File: src/rtl/mac_rr_scheduler.sv
// Round-robin scheduler that shares one 2-stage multiply-accumulate pipeline
// (res = a*b + c) between NUM_REQ requesters. Each result is tagged with the
// ID of the requester that issued it.
module mac_rr_scheduler #(
    parameter int NUM_REQ = 4,
    parameter int ID_W    = 2,
    parameter int OP_W    = 8,
    parameter int RES_W   = 16
) (
    input  logic                    clk,
    input  logic                    rst_n,
    input  logic [NUM_REQ-1:0]      en_mask,
    input  logic [NUM_REQ-1:0]      req_valid,
    output logic [NUM_REQ-1:0]      req_ready,
    input  logic [NUM_REQ*OP_W-1:0] req_a,
    input  logic [NUM_REQ*OP_W-1:0] req_b,
    input  logic [NUM_REQ*OP_W-1:0] req_c,
    output logic                    res_valid,
    input  logic                    res_ready,
    output logic [RES_W-1:0]        res_data,
    output logic [ID_W-1:0]         res_id,
    output logic                    busy
);

    logic                stall_s;
    logic [NUM_REQ-1:0]  eligible_s;
    logic [NUM_REQ-1:0]  grant_s;
    logic                grant_any_s;
    logic [ID_W-1:0]     grant_idx_s;
    logic [ID_W-1:0]     cand_s;
    logic [OP_W-1:0]     sel_a_s;
    logic [OP_W-1:0]     sel_b_s;
    logic [OP_W-1:0]     sel_c_s;
    logic [OP_W-1:0]     a_arr_s [NUM_REQ];
    logic [OP_W-1:0]     b_arr_s [NUM_REQ];
    logic [OP_W-1:0]     c_arr_s [NUM_REQ];

    logic [ID_W-1:0]     ptr_r;
    logic                v1_r;
    logic [OP_W-1:0]     a1_r;
    logic [OP_W-1:0]     b1_r;
    logic [OP_W-1:0]     c1_r;
    logic [ID_W-1:0]     id1_r;
    logic                res_valid_r;
    logic [RES_W-1:0]    res_data_r;
    logic [ID_W-1:0]     res_id_r;

    // A result waiting on the consumer freezes both stages and blocks new grants.
    assign stall_s    = res_valid_r & ~res_ready;
    // Nothing is granted while stalled or while reset is held.
    assign eligible_s = (stall_s || !rst_n) ? {NUM_REQ{1'b0}} : (req_valid & en_mask);

    // Unpack the flat operand buses into per-requester views.
    always_comb begin
        for (int i = 0; i < NUM_REQ; i++) begin
            a_arr_s[i] = req_a[i*OP_W +: OP_W];
            b_arr_s[i] = req_b[i*OP_W +: OP_W];
            c_arr_s[i] = req_c[i*OP_W +: OP_W];
        end
    end

    // Round-robin search starting one past the last granted requester.
    always_comb begin
        grant_s     = {NUM_REQ{1'b0}};
        grant_any_s = 1'b0;
        grant_idx_s = {ID_W{1'b0}};
        cand_s      = {ID_W{1'b0}};
        sel_a_s     = {OP_W{1'b0}};
        sel_b_s     = {OP_W{1'b0}};
        sel_c_s     = {OP_W{1'b0}};
        for (int off = 1; off <= NUM_REQ; off++) begin
            cand_s = ID_W'((int'(ptr_r) + off) % NUM_REQ);
            if (!grant_any_s && eligible_s[cand_s]) begin
                grant_any_s     = 1'b1;
                grant_s[cand_s] = 1'b1;
                grant_idx_s     = cand_s;
                sel_a_s         = a_arr_s[cand_s];
                sel_b_s         = b_arr_s[cand_s];
                sel_c_s         = c_arr_s[cand_s];
            end else begin
                grant_any_s = grant_any_s;
            end
        end
    end

    assign req_ready = grant_s;

    // Priority pointer: remembers the last requester that transferred.
    always_ff @(posedge clk or negedge rst_n) begin
        if (!rst_n) begin
            ptr_r <= ID_W'(NUM_REQ - 1);
        end else if (grant_any_s) begin
            ptr_r <= grant_idx_s;
        end
    end

    // Stage 1: capture the granted operands and their requester ID.
    always_ff @(posedge clk or negedge rst_n) begin
        if (!rst_n) begin
            v1_r  <= 1'b0;
            a1_r  <= {OP_W{1'b0}};
            b1_r  <= {OP_W{1'b0}};
            c1_r  <= {OP_W{1'b0}};
            id1_r <= {ID_W{1'b0}};
        end else if (!stall_s) begin
            if (grant_any_s) begin
                v1_r  <= 1'b1;
                a1_r  <= sel_a_s;
                b1_r  <= sel_b_s;
                c1_r  <= sel_c_s;
                id1_r <= grant_idx_s;
            end else begin
                v1_r  <= 1'b0;
            end
        end
    end

    // Stage 2: unsigned multiply-accumulate into the registered result.
    always_ff @(posedge clk or negedge rst_n) begin
        if (!rst_n) begin
            res_valid_r <= 1'b0;
            res_data_r  <= {RES_W{1'b0}};
            res_id_r    <= {ID_W{1'b0}};
        end else if (!stall_s) begin
            res_valid_r <= v1_r;
            res_data_r  <= RES_W'(a1_r) * RES_W'(b1_r) + RES_W'(c1_r);
            res_id_r    <= id1_r;
        end
    end

    assign res_valid = res_valid_r;
    assign res_data  = res_data_r;
    assign res_id    = res_id_r;
    assign busy      = v1_r | res_valid_r;

endmodule

File: config.mk
export PLATFORM = sky130hd
export DESIGN_NAME = mac_rr_scheduler
export DESIGN_NICKNAME = d
export VERILOG_FILES = /design/src/rtl/mac_rr_scheduler.sv
export SDC_FILE = /design/constraint.sdc
export NUM_CORES = 1
export LEC_CHECK = 0
export ABC_AREA = 1
export BUFFER_PORTS_ARGS = -buffer_cell sky130_fd_sc_hd__buf_2
export CAP_MARGIN = 20
export CELL_PAD_IN_SITES_DETAIL_PLACEMENT = 1
export CELL_PAD_IN_SITES_GLOBAL_PLACEMENT = 2
export CORE_MARGIN = 4
export CORE_UTILIZATION = 24
export CTS_CLUSTER_SIZE = 8
export DETAILED_ROUTE_END_ITERATION = 10
export HOLD_SLACK_MARGIN = 0.12
export PLACE_DENSITY_LB_ADDON = 0.1
export SYNTH_ARGS = -nofsm -noshare
export SYNTH_HDL_FRONTEND = slang
export SYNTH_SLANG_ARGS = --single-unit
File: constraint.sdc
create_clock -name clk -period 9.5 [get_ports clk]
set_input_delay 0 -clock clk [delete_from_list [all_inputs] [get_ports clk]]
set_output_delay 0 -clock clk [all_outputs]
set_load 0.01 [all_outputs]
==> results of run 1 <==
cell type report:
class / count / area [µm²]
repair buffers: 140 / 728
flip-flops and latches: 48 / 1200
well taps: 402 / 503
clock inverters: 2 / 38.8
clock buffers: 6 / 139
fillers: 4057 / 23000
multi-input cells: 861 / 5350
inverters: 202 / 763
cells by family (layout without fill, tap and decap cells):
family,count (synthesis),after routing,synth area share [%]
muxes,72,72,9.28
buffers and inverters,283,350,15.6
DFF,48,48,15.5
adders and majority gates,84,84,17.8
xor gates and xnor gates,5,5,0.564
AOI/OAI and AO/OA,149,149,10.1
and+or+nand+nor,551,551,31.2
cells in the final DEF (no fill, tap or decap), drive strengths merged, types with 3 or more instances in the layout:
cell,instances
nor2,121
buf,139
mux2i,72
fa,44
a21oi,11
nand3,78
nand2,296
nand4,55
clkbuf,6
xnor2,3
dfrtp,46
ha,40
inv,202
o21ai,132
flip-flops by register name (all words and copies together), names as in the netlist:
signal / count
a1_r: 8
b1_r: 8
c1_r: 8
id1_r: 2
ptr_r: 2
res_data: 16
res_id: 2
res_valid: 1
v1_r: 1
per-stage QoR:
step | setup slack, ns | std cells | utilization (%) | instance area, µm² | hold WS [ns]
final | 5.05 | 1661 | 27.5 | 8730 | 0.180
after CTS | 4.98 | 1661 | 27.5 | 8730 | 0.181
after detailed placement | 5.35 | 1652 | 26.9 | 8540 | 0.216
after global routing | 4.65 | 1661 | 27.5 | 8730 | 0.214
after global placement | 5.39 | 1652 | 26.9 | 8540 | 0.216
after floorplan | 5.63 | 1192 | - | 7770 | -0.296
worst max path at each step:
stage / endpoint / slack, ns / cells after the start
3_5_place_dp: req_ready[0] / 5.35 / 13
3_3_place_gp: req_ready[0] / 5.39 / 13
2_1_floorplan: res_data[12] / 5.63 / 18
5_1_grt: req_ready[2] / 4.65 / 13
4_1_cts: req_ready[0] / 4.98 / 13
6_report: req_ready[0] / 5.05 / 13
repair_timing:
item	CTS	global route
hold buffers	1	0
setup buffers	0	0
resized for setup	0	0
hold endpoints to repair	46	0
worst min-delay path, cell delays in order:
cell	delay, ns
sky130_fd_sc_hd__buf_2	0.09
sky130_fd_sc_hd__nor2_1	0.04
sky130_fd_sc_hd__buf_4	0.19
sky130_fd_sc_hd__nand2_1	0.08
sky130_fd_sc_hd__nand2_1	0.04
per-layer routing:
| metal | share of wire, % | global-route usage [%] | up-vias | wire length, µm |
|---|---|---|---|---|
| met5 | 0 | 0 | - | 0 |
| met4 | 0.67 | 2.34 | 0 | 177 |
| met3 | 2.4 | 1.45 | 9 | 626 |
| met2 | 42 | 23.3 | 101 | 11100 |
| met1 | 55 | 23.3 | 3541 | 14500 |
| li1 | - | - | 3900 | - |
==> implementation parameters, run 1 <==
Parameter                              Value

Status
  Outcome ... completed

CTS
  Root Driver ... sky130_fd_sc_hd__clkbuf_16
  Clock slew at reported path FFs ... 0.07 ns
  Sinks on Clock Net ... 48
  Clock insertion delay at the later pin of the skew report ... 0.31 ns
  CTS max path bufs ... 2
  Number of clock buffers inserted by TritonCTS ... 5
  Number of levels in the clock H-tree ... 2
  CTS tree ... done

Drt
  Post-DRT Antenna Nets ... 0
  Post-route DRC ... 0
  Drt first-iter violations ... 277
  Routed wire length ... 26300 µm
  Vias ... 7551
  Via-to-Cell Ratio ... 4.55
  Routed length per placed instance ... 15.9 µm
  DR pass1 iterations ... 4

STA
  Final total negative setup slack ... 0 ns
  Fmax achieved ... 225 MHz
  Final count of hold timing violations ... 0
  Clock skew after layout ... 0.00590 ns
  Final slew viol count ... 0
  Final Setup Violations ... 0
  Slew @ Worst Pin ... 0.965 ns
  Period utilization ... 46.9%
  RSZ-0062 raised after global routing ... no
  Final worst path period need ... 4.45 ns
  Worst slew margin relative to its limit ... 35.6%

Synthesis
  Synthesis warning total ... 0
  Post-synth top flop ... sky130_fd_sc_hd__dfrtp_1
  Register area share after synthesis ... 15.5%
  Count of mapped cells out of synthesis ... 1192
  Leading cell types by total area after synthesis ... sky130_fd_sc_hd__dfrtp_1, sky130_fd_sc_hd__nand2_1, sky130_fd_sc_hd__fa_1
  Share of the synthesized area in the top cell type ... 14.8%
  Average instance area after synthesis ... 6.52 µm²
  Net count after synthesis ... 1383
  Post-synth top cells ... sky130_fd_sc_hd__nand2_1, sky130_fd_sc_hd__inv_1, sky130_fd_sc_hd__nor2_1
  Async S/R FF share, synth ... 100%
  Seq cells post-synth ... 48
  Count of cell types in the netlist ... 34
  Cell area after synthesis ... 7770 µm²
  Library cell with the largest summed area after synthesis ... sky130_fd_sc_hd__dfrtp_1
  Top-count cell post-synth ... sky130_fd_sc_hd__nand2_1
  Number of enable flip-flop cells after synthesis ... 0

Setup path
  Series of cell instances along the critical path ... buf_4 > inv_4 > ha_1 > buf_4 > inv_2 > nand3_1 > nand2_2 > nor2_8 > nand2_2 > nor2_2 > nand2_1 > nand2_1 > buf_2
  Start point of the critical path ... ptr_r[0]
  Capture point of the worst reg-to-reg path ... v1_r
  Critical-path top delay cell ... sky130_fd_sc_hd__nor2_8
  R2R depth ... 11
  Worst R2R Setup Slack ... 5.39 ns
  Worst path buffer plus inverter count ... 5
  Delay of the slowest cell on the worst path ... 0.80 ns
  Setup crit end kind ... output pin
  Required time at the worst-slack endpoint ... 9.50 ns
  Category of cells accounting for the largest share of critical-path delay ... simple AND/OR/NAND/NOR gates
  Crit path launch type ... register
  Critical path fanouts, max ... 52
  Data arrival time of the critical path ... 4.45 ns
  Crit Reg-Reg Startpoint ... ptr_r[0]
  Critical Setup Path Class ... reg2out

Floorplan
  Number of ports placed on the die boundary ... 131
  FP Rows ... 65
  Initial standard-cell utilization of the core ... 24.5%
  Horiz. Die Dim ... 188 µm
  Core ar. ... 31700 µm²
  Die Ht ... 188 µm
  Die outline area ... 35300 µm²

Global route
  Vias in the first global route ... 8123
  Overall overflow remaining after global route ... 0
  Wire length of the first global-routing pass ... 44300 µm
  Total GRT Usage ... 15.1%
  Maximum number of pins on one net before global-route repair ... 75
  Number of antenna violations at the first check in global routing ... 0

Min path
  Hold_sp ... res_ready
  Hold worst-path end ... res_id[1]
  Hold crit path type ... in2reg
  Cell count of the worst hold path ... 5

Placement
  Final HPWL DP ... 20100 µm
  Port Buffer Count ... 130
  Routability Congestion ... 0.750

Run
  Max-cap violations ... 0

Finish
  Proportion of layout cells with a drive suffix above 1 ... 15.2%
  Area growth syn-to-layout ... 12.4%
  ANT cells ... 0
  Final net count ... 1449
Power of run 1 is left out: the tool's default activity adds up to more than one toggle a clock period on the data nets, which glitch-free logic cannot reach.
==> run 2: changes to the inputs <==
==> constraint.sdc (replaced) <==
create_clock -name clk -period 4.4 [get_ports clk]
set_input_delay 0 -clock clk [delete_from_list [all_inputs] [get_ports clk]]
set_output_delay 0 -clock clk [all_outputs]
set_load 0.01 [all_outputs]
==> implementation parameters, run 2 (synthesis results as in run 1) <==
Parameter                              Value

Setup path
  Capture point of the worst reg-to-reg path ... res_data[12]
  Worst R2R Setup Slack ... 0.33 ns
  Required time at the worst-slack endpoint ... 4.59 ns
  Category of cells accounting for the largest share of critical-path delay ... adder cells
  Start point of the critical path ... a1_r[5]
  Setup crit end kind ... register
  R2R depth ... 19
  Critical Setup Path Class ... reg2reg
  Instance count on the critical path ... 19
  Most frequent cell on the critical path ... sky130_fd_sc_hd__inv_1
  Data arrival time of the critical path ... 4.26 ns
  Crit Reg-Reg Startpoint ... a1_r[5]
  Termination of the worst setup path ... res_data[12]
  Critical-path top delay cell ... sky130_fd_sc_hd__fa_1
  Crit path launch type ... register
  Worst path buffer plus inverter count ... 5
  Series of cell instances along the critical path ... nand2_1 > inv_1 > fa_1 > inv_1 > fa_1 > inv_1 > fa_1 > inv_1 > fa_1 > inv_1 > ha_1 > a21oi_1 > o21a_1 > nand2_1 > nand3_1 > nand3_1 > nand2_1 > nand3_1 > nand2_1
  Delay of the slowest cell on the worst path ... 0.52 ns
  Critical path fanouts, max ... 9

Drt
  DR pass1 iterations ... 4
  Via-to-Cell Ratio ... 4.59
  Vias ... 7640
  Drt first-iter violations ... 233
  Post-DRT Antenna Nets ... 0
  Post-route DRC ... 0
  Routed length per placed instance ... 16.1 µm
  Routed wire length ... 26700 µm

STA
  Final Setup Violations ... 0
  Final count of hold timing violations ... 0
  Slew @ Worst Pin ... 0.919 ns
  Period utilization ... 92.5%
  Final total negative setup slack ... 0 ns
  RSZ-0062 raised after global routing ... no
  Final worst path period need ... 4.07 ns
  Worst slew margin relative to its limit ... 38.7%
  Clock skew after layout ... 0.0132 ns
  Final slew viol count ... 0
  Fmax achieved ... 246 MHz

Global route
  Wire length of the first global-routing pass ... 44500 µm
  Total GRT Usage ... 15.2%
  Vias in the first global route ... 8064
  Overall overflow remaining after global route ... 0
  Maximum number of pins on one net before global-route repair ... 93
  Number of antenna violations at the first check in global routing ... 0

Floorplan
  Die outline area ... 35300 µm²
  FP Rows ... 65
  Horiz. Die Dim ... 188 µm
  Core ar. ... 31700 µm²
  Die Ht ... 188 µm
  Number of ports placed on the die boundary ... 131
  Initial standard-cell utilization of the core ... 24.5%

CTS
  CTS tree ... done
  Sinks on Clock Net ... 48
  Root Driver ... sky130_fd_sc_hd__clkbuf_16
  Number of clock buffers inserted by TritonCTS ... 5
  CTS max path bufs ... 2
  Post-CTS setup buffer count ... 0
  Clock slew at reported path FFs ... 0.08 ns
  Number of levels in the clock H-tree ... 2
  Clock insertion delay at the later pin of the skew report ... 0.31 ns

Finish
  Most common cell after layout, fill and taps aside ... sky130_fd_sc_hd__nand2_1
  Proportion of layout cells with a drive suffix above 1 ... 15.8%
  Most frequent cells in the layout ... sky130_fd_sc_hd__nand2_1, sky130_fd_sc_hd__inv_1, sky130_fd_sc_hd__buf_2, sky130_fd_sc_hd__nor2_1, sky130_fd_sc_hd__o21ai_0
  ANT cells ... 0
  Total area of multi-input combinational cells ... 5350 µm²
  Fillers ... 4032
  Final net count ... 1452
  Max FFs per register ... 16
  Area growth syn-to-layout ... 12.4%
  Storage element area ... 1210 µm²

Placement
  Final HPWL DP ... 20700 µm
  Port Buffer Count ... 130
  Routability Congestion ... 0.788

Min path
  Hold crit path type ... in2reg

Run
  Max-cap violations ... 0

Status
  Outcome ... completed
[run 2: cell count changes in the layout (fill, tap and decap cells not counted)]
| cell | delta |
|---|---|
| sky130_fd_sc_hd__clkinvlp_4 | +1 |
| sky130_fd_sc_hd__clkinv_2 | +1 |
| sky130_fd_sc_hd__clkbuf_8 | -1 |
| sky130_fd_sc_hd__bufinv_16 | -1 |
| sky130_fd_sc_hd__buf_4 | +3 |
| sky130_fd_sc_hd__inv_6 | +1 |
| sky130_fd_sc_hd__clkinv_4 | -1 |
| sky130_fd_sc_hd__dfrtp_2 | +6 |
| sky130_fd_sc_hd__dfrtp_1 | -6 |
[run 2: stage by stage]
step                util (%)  area [µm²]  worst slack (ns)  hold slack [ns]  std cells
global placement        27.0        8560             0.340            0.396       1655
detailed placement      27.0        8560             0.268            0.388       1655
floorplan                  -        7770             0.531           -0.296       1192
finish                  27.5        8730             0.328            0.180       1664
global route            27.5        8730           0.00465            0.222       1664
CTS                     27.5        8720             0.250            0.181       1664
[run 2: what timing repair did]
| item | CTS | global route |
|---|---|---|
| hold buffers | 1 | 0 |
| endpoints found under the setup margin | 0 | 2 |
| endpoints found under the hold margin | 46 | 0 |
| gates resized for setup | 0 | 6 |
[run 2: layout make-up]
class                      count  share of cell area (%)
multi-input combinational    861                    61.3
sequential                    48                    13.9
inverter                     202                    8.74
timing repair buffer         143                    8.60
tap                          402                    5.76
clock buffer                   5                    1.43
clock inverter                 3                   0.244
[run 2: worst min path at each step]
stage / startpoint / endpoint / slack [ns] / depth (start not counted)
floorplan: rst_n / a1_r[0] / -0.30 / 0
global placement: rst_n / res_data[2] / 0.40 / 2
detailed placement: rst_n / res_data[2] / 0.39 / 2
CTS: res_ready / res_data[1] / 0.18 / 5
global route: res_ready / res_data[1] / 0.22 / 5
finish: res_ready / res_data[1] / 0.18 / 5
[run 2: worst reg2reg max path, stage by stage (launching register included)]
cell	delay, ns
sky130_fd_sc_hd__dfrtp_1	0.51
sky130_fd_sc_hd__nand2_1	0.11
sky130_fd_sc_hd__inv_1	0.06
sky130_fd_sc_hd__fa_1	0.52
sky130_fd_sc_hd__inv_1	0.05
sky130_fd_sc_hd__fa_1	0.53
sky130_fd_sc_hd__inv_1	0.05
sky130_fd_sc_hd__fa_1	0.47
sky130_fd_sc_hd__inv_1	0.05
sky130_fd_sc_hd__fa_1	0.47
sky130_fd_sc_hd__inv_1	0.04
sky130_fd_sc_hd__ha_1	0.37
sky130_fd_sc_hd__a21oi_1	0.09
sky130_fd_sc_hd__o21a_1	0.17
sky130_fd_sc_hd__nand2_1	0.12
sky130_fd_sc_hd__nand3_1	0.10
sky130_fd_sc_hd__nand3_1	0.09
sky130_fd_sc_hd__nand2_1	0.05
sky130_fd_sc_hd__nand3_1	0.07
sky130_fd_sc_hd__nand2_1	0.05
[run 2: layer usage]
layer / vias to the layer above / part of all wire (%) / GRT usage, % / routed length, µm
met2: 103 / 43 / 23.9 / 11500
met5: - / 0 / 0 / 0
met3: 6 / 2.4 / 1.62 / 650
met4: 0 / 0.47 / 1.61 / 125
met1: 3624 / 54 / 23.2 / 14400
li1: 3907 / - / - / -
Power of run 2 is left out for the same reason.
==> run 3: changes to the inputs <==
--- a/config.mk
+++ b/config.mk
@@ -15,7 +15,7 @@
 export CTS_CLUSTER_SIZE = 8
 export DETAILED_ROUTE_END_ITERATION = 10
 export HOLD_SLACK_MARGIN = 0.12
-export PLACE_DENSITY_LB_ADDON = 0.1
+export PLACE_DENSITY = 0.76
 export SYNTH_ARGS = -nofsm -noshare
 export SYNTH_HDL_FRONTEND = slang
 export SYNTH_SLANG_ARGS = --single-unit
==> implementation parameters, run 3 (synthesis results as in run 1) <==
Parameter                              Value

STA
  Final total negative setup slack ... 0 ns
  Final Setup Violations ... 0
  Final worst path period need ... 4.10 ns
  Final count of hold timing violations ... 0
  Clock skew after layout ... 0.00922 ns
  Period utilization ... 93.2%
  Slew @ Worst Pin ... 0.865 ns
  Final worst setup slack ... 0.300 ns
  RSZ-0062 raised after global routing ... no
  Fmax achieved ... 244 MHz
  Final slew viol count ... 0
  Worst slew margin relative to its limit ... 42.2%

Drt
  Vias ... 7655
  Via-to-Cell Ratio ... 4.60
  DR pass1 iterations ... 4
  Post-DRT Antenna Nets ... 0
  Post-route DRC ... 0
  Routed length per placed instance ... 15.1 µm
  Routed wire length ... 25100 µm
  Drt first-iter violations ... 357

Finish
  Proportion of layout cells with a drive suffix above 1 ... 15.7%
  Final cell utilization of the core ... 27.7%
  Area growth syn-to-layout ... 13.0%
  Max FFs per register ... 16
  ANT cells ... 0
  Final net count ... 1453
  Post-layout instance count excluding filler cells ... 1665
  Fillers ... 4085
  Most common cell after layout, fill and taps aside ... sky130_fd_sc_hd__nand2_1
  Most frequent cells in the layout ... sky130_fd_sc_hd__nand2_1, sky130_fd_sc_hd__inv_1, sky130_fd_sc_hd__buf_2, sky130_fd_sc_hd__nor2_1, sky130_fd_sc_hd__o21ai_0

Floorplan
  Die Ht ... 188 µm
  Initial standard-cell utilization of the core ... 24.5%
  FP Rows ... 65
  Core ar. ... 31700 µm²
  Die outline area ... 35300 µm²
  Number of ports placed on the die boundary ... 131
  Horiz. Die Dim ... 188 µm

Setup path
  Critical path fanouts, max ... 9
  Setup crit end kind ... register
  Worst path buffer plus inverter count ... 3
  Data arrival time of the critical path ... 4.29 ns
  Critical-path top delay cell ... sky130_fd_sc_hd__fa_1
  Delay of the slowest cell on the worst path ... 0.55 ns
  Crit path launch type ... register
  Series of cell instances along the critical path ... nand2_1 > inv_1 > fa_1 > fa_1 > fa_1 > inv_1 > fa_1 > inv_1 > ha_1 > nand2_1 > nor2_1 > nand2_1 > nand2_1 > nand3_1 > nand3_1 > nand2_1 > nand3_1 > nand2_1
  Most frequent cell on the critical path ... sky130_fd_sc_hd__nand2_1
  Category of cells accounting for the largest share of critical-path delay ... adder cells
  Required time at the worst-slack endpoint ... 4.59 ns
  Critical Setup Path Class ... reg2reg

Global route
  Wire length of the first global-routing pass ... 42800 µm
  Total GRT Usage ... 14.4%
  Vias in the first global route ... 8226
  Number of antenna violations at the first check in global routing ... 0
  Overall overflow remaining after global route ... 0
  Maximum number of pins on one net before global-route repair ... 73

Placement
  Worst setup slack after placement ... 0.277 ns
  Final HPWL DP ... 19500 µm
  Placed Cells ... 1656
  Port Buffer Count ... 130
  Routability Congestion ... 0.842

CTS
  Clock slew at reported path FFs ... 0.07 ns
  Clock insertion delay at the later pin of the skew report ... 0.30 ns
  CTS tree ... done
  Number of levels in the clock H-tree ... 2
  Number of clock buffers inserted by TritonCTS ... 5
  CTS max path bufs ... 2
  Sinks on Clock Net ... 48
  Root Driver ... sky130_fd_sc_hd__clkbuf_16

Min path
  Hold crit path type ... in2reg

Status
  Outcome ... completed

Run
  Max-cap violations ... 0
[run 3: final timing paths]
| kind | startpoint | to | slack, ns | cells after the start |
|---|---|---|---|---|
| min in group asynchronous | rst_n | res_data[9] | 0.60 | 3 |
| max in group asynchronous | rst_n | b1_r[6] | 3.32 | 3 |
| max reg2reg | b1_r[7] | res_data[12] | 0.30 | 18 |
| min reg2reg | res_data[4] | res_data[4] | 0.47 | 2 |
| min | res_ready | res_id[1] | 0.20 | 5 |
| max | b1_r[7] | res_data[12] | 0.30 | 18 |
[run 3: area by class of cell]
type	instances	area, µm²	area share, %
Multi-Input combinational cell	861	5350	61.0
Sequential cell	48	1210	13.8
Inverter	202	763	8.70
Timing Repair Buffer	144	758	8.64
Tap cell	402	503	5.73
Clock buffer	6	129	1.47
Clock inverter	2	60.1	0.684
[run 3: routing by layer]
metal	part of all wire [%]	global-route usage, %
met1	52	20.8
met2	45	23.8
met3	2.8	1.62
met4	0.77	1.86
met5	0	0
[run 3: repair_timing]
action                                 4_1_cts  5_1_grt
endpoints found under the hold margin       46        0
gates resized for setup                      0        4
setup endpoints to repair                    0        2
hold buffers                                 1        0
buffers inserted                             0        0
[run 3: worst register-to-register path, stage by stage (launching register included)]
cell,delay (ns)
sky130_fd_sc_hd__dfrtp_1,0.48
sky130_fd_sc_hd__nand2_1,0.11
sky130_fd_sc_hd__inv_1,0.06
sky130_fd_sc_hd__fa_1,0.50
sky130_fd_sc_hd__fa_1,0.54
sky130_fd_sc_hd__fa_1,0.55
sky130_fd_sc_hd__inv_1,0.05
sky130_fd_sc_hd__fa_1,0.52
sky130_fd_sc_hd__inv_1,0.04
sky130_fd_sc_hd__ha_1,0.36
sky130_fd_sc_hd__nand2_1,0.10
sky130_fd_sc_hd__nor2_1,0.11
sky130_fd_sc_hd__nand2_1,0.07
sky130_fd_sc_hd__nand2_1,0.13
sky130_fd_sc_hd__nand3_1,0.11
sky130_fd_sc_hd__nand3_1,0.08
sky130_fd_sc_hd__nand2_1,0.05
sky130_fd_sc_hd__nand3_1,0.06
sky130_fd_sc_hd__nand2_1,0.06
[run 3: stage by stage]
step,hold slack (ns),area (µm²)
finish,0.197,8780
global route,0.213,8780
CTS,0.195,8770
detailed placement,0.409,8570
global placement,0.401,8570
floorplan,-0.296,7770
Power of run 3 is left out for the same reason.
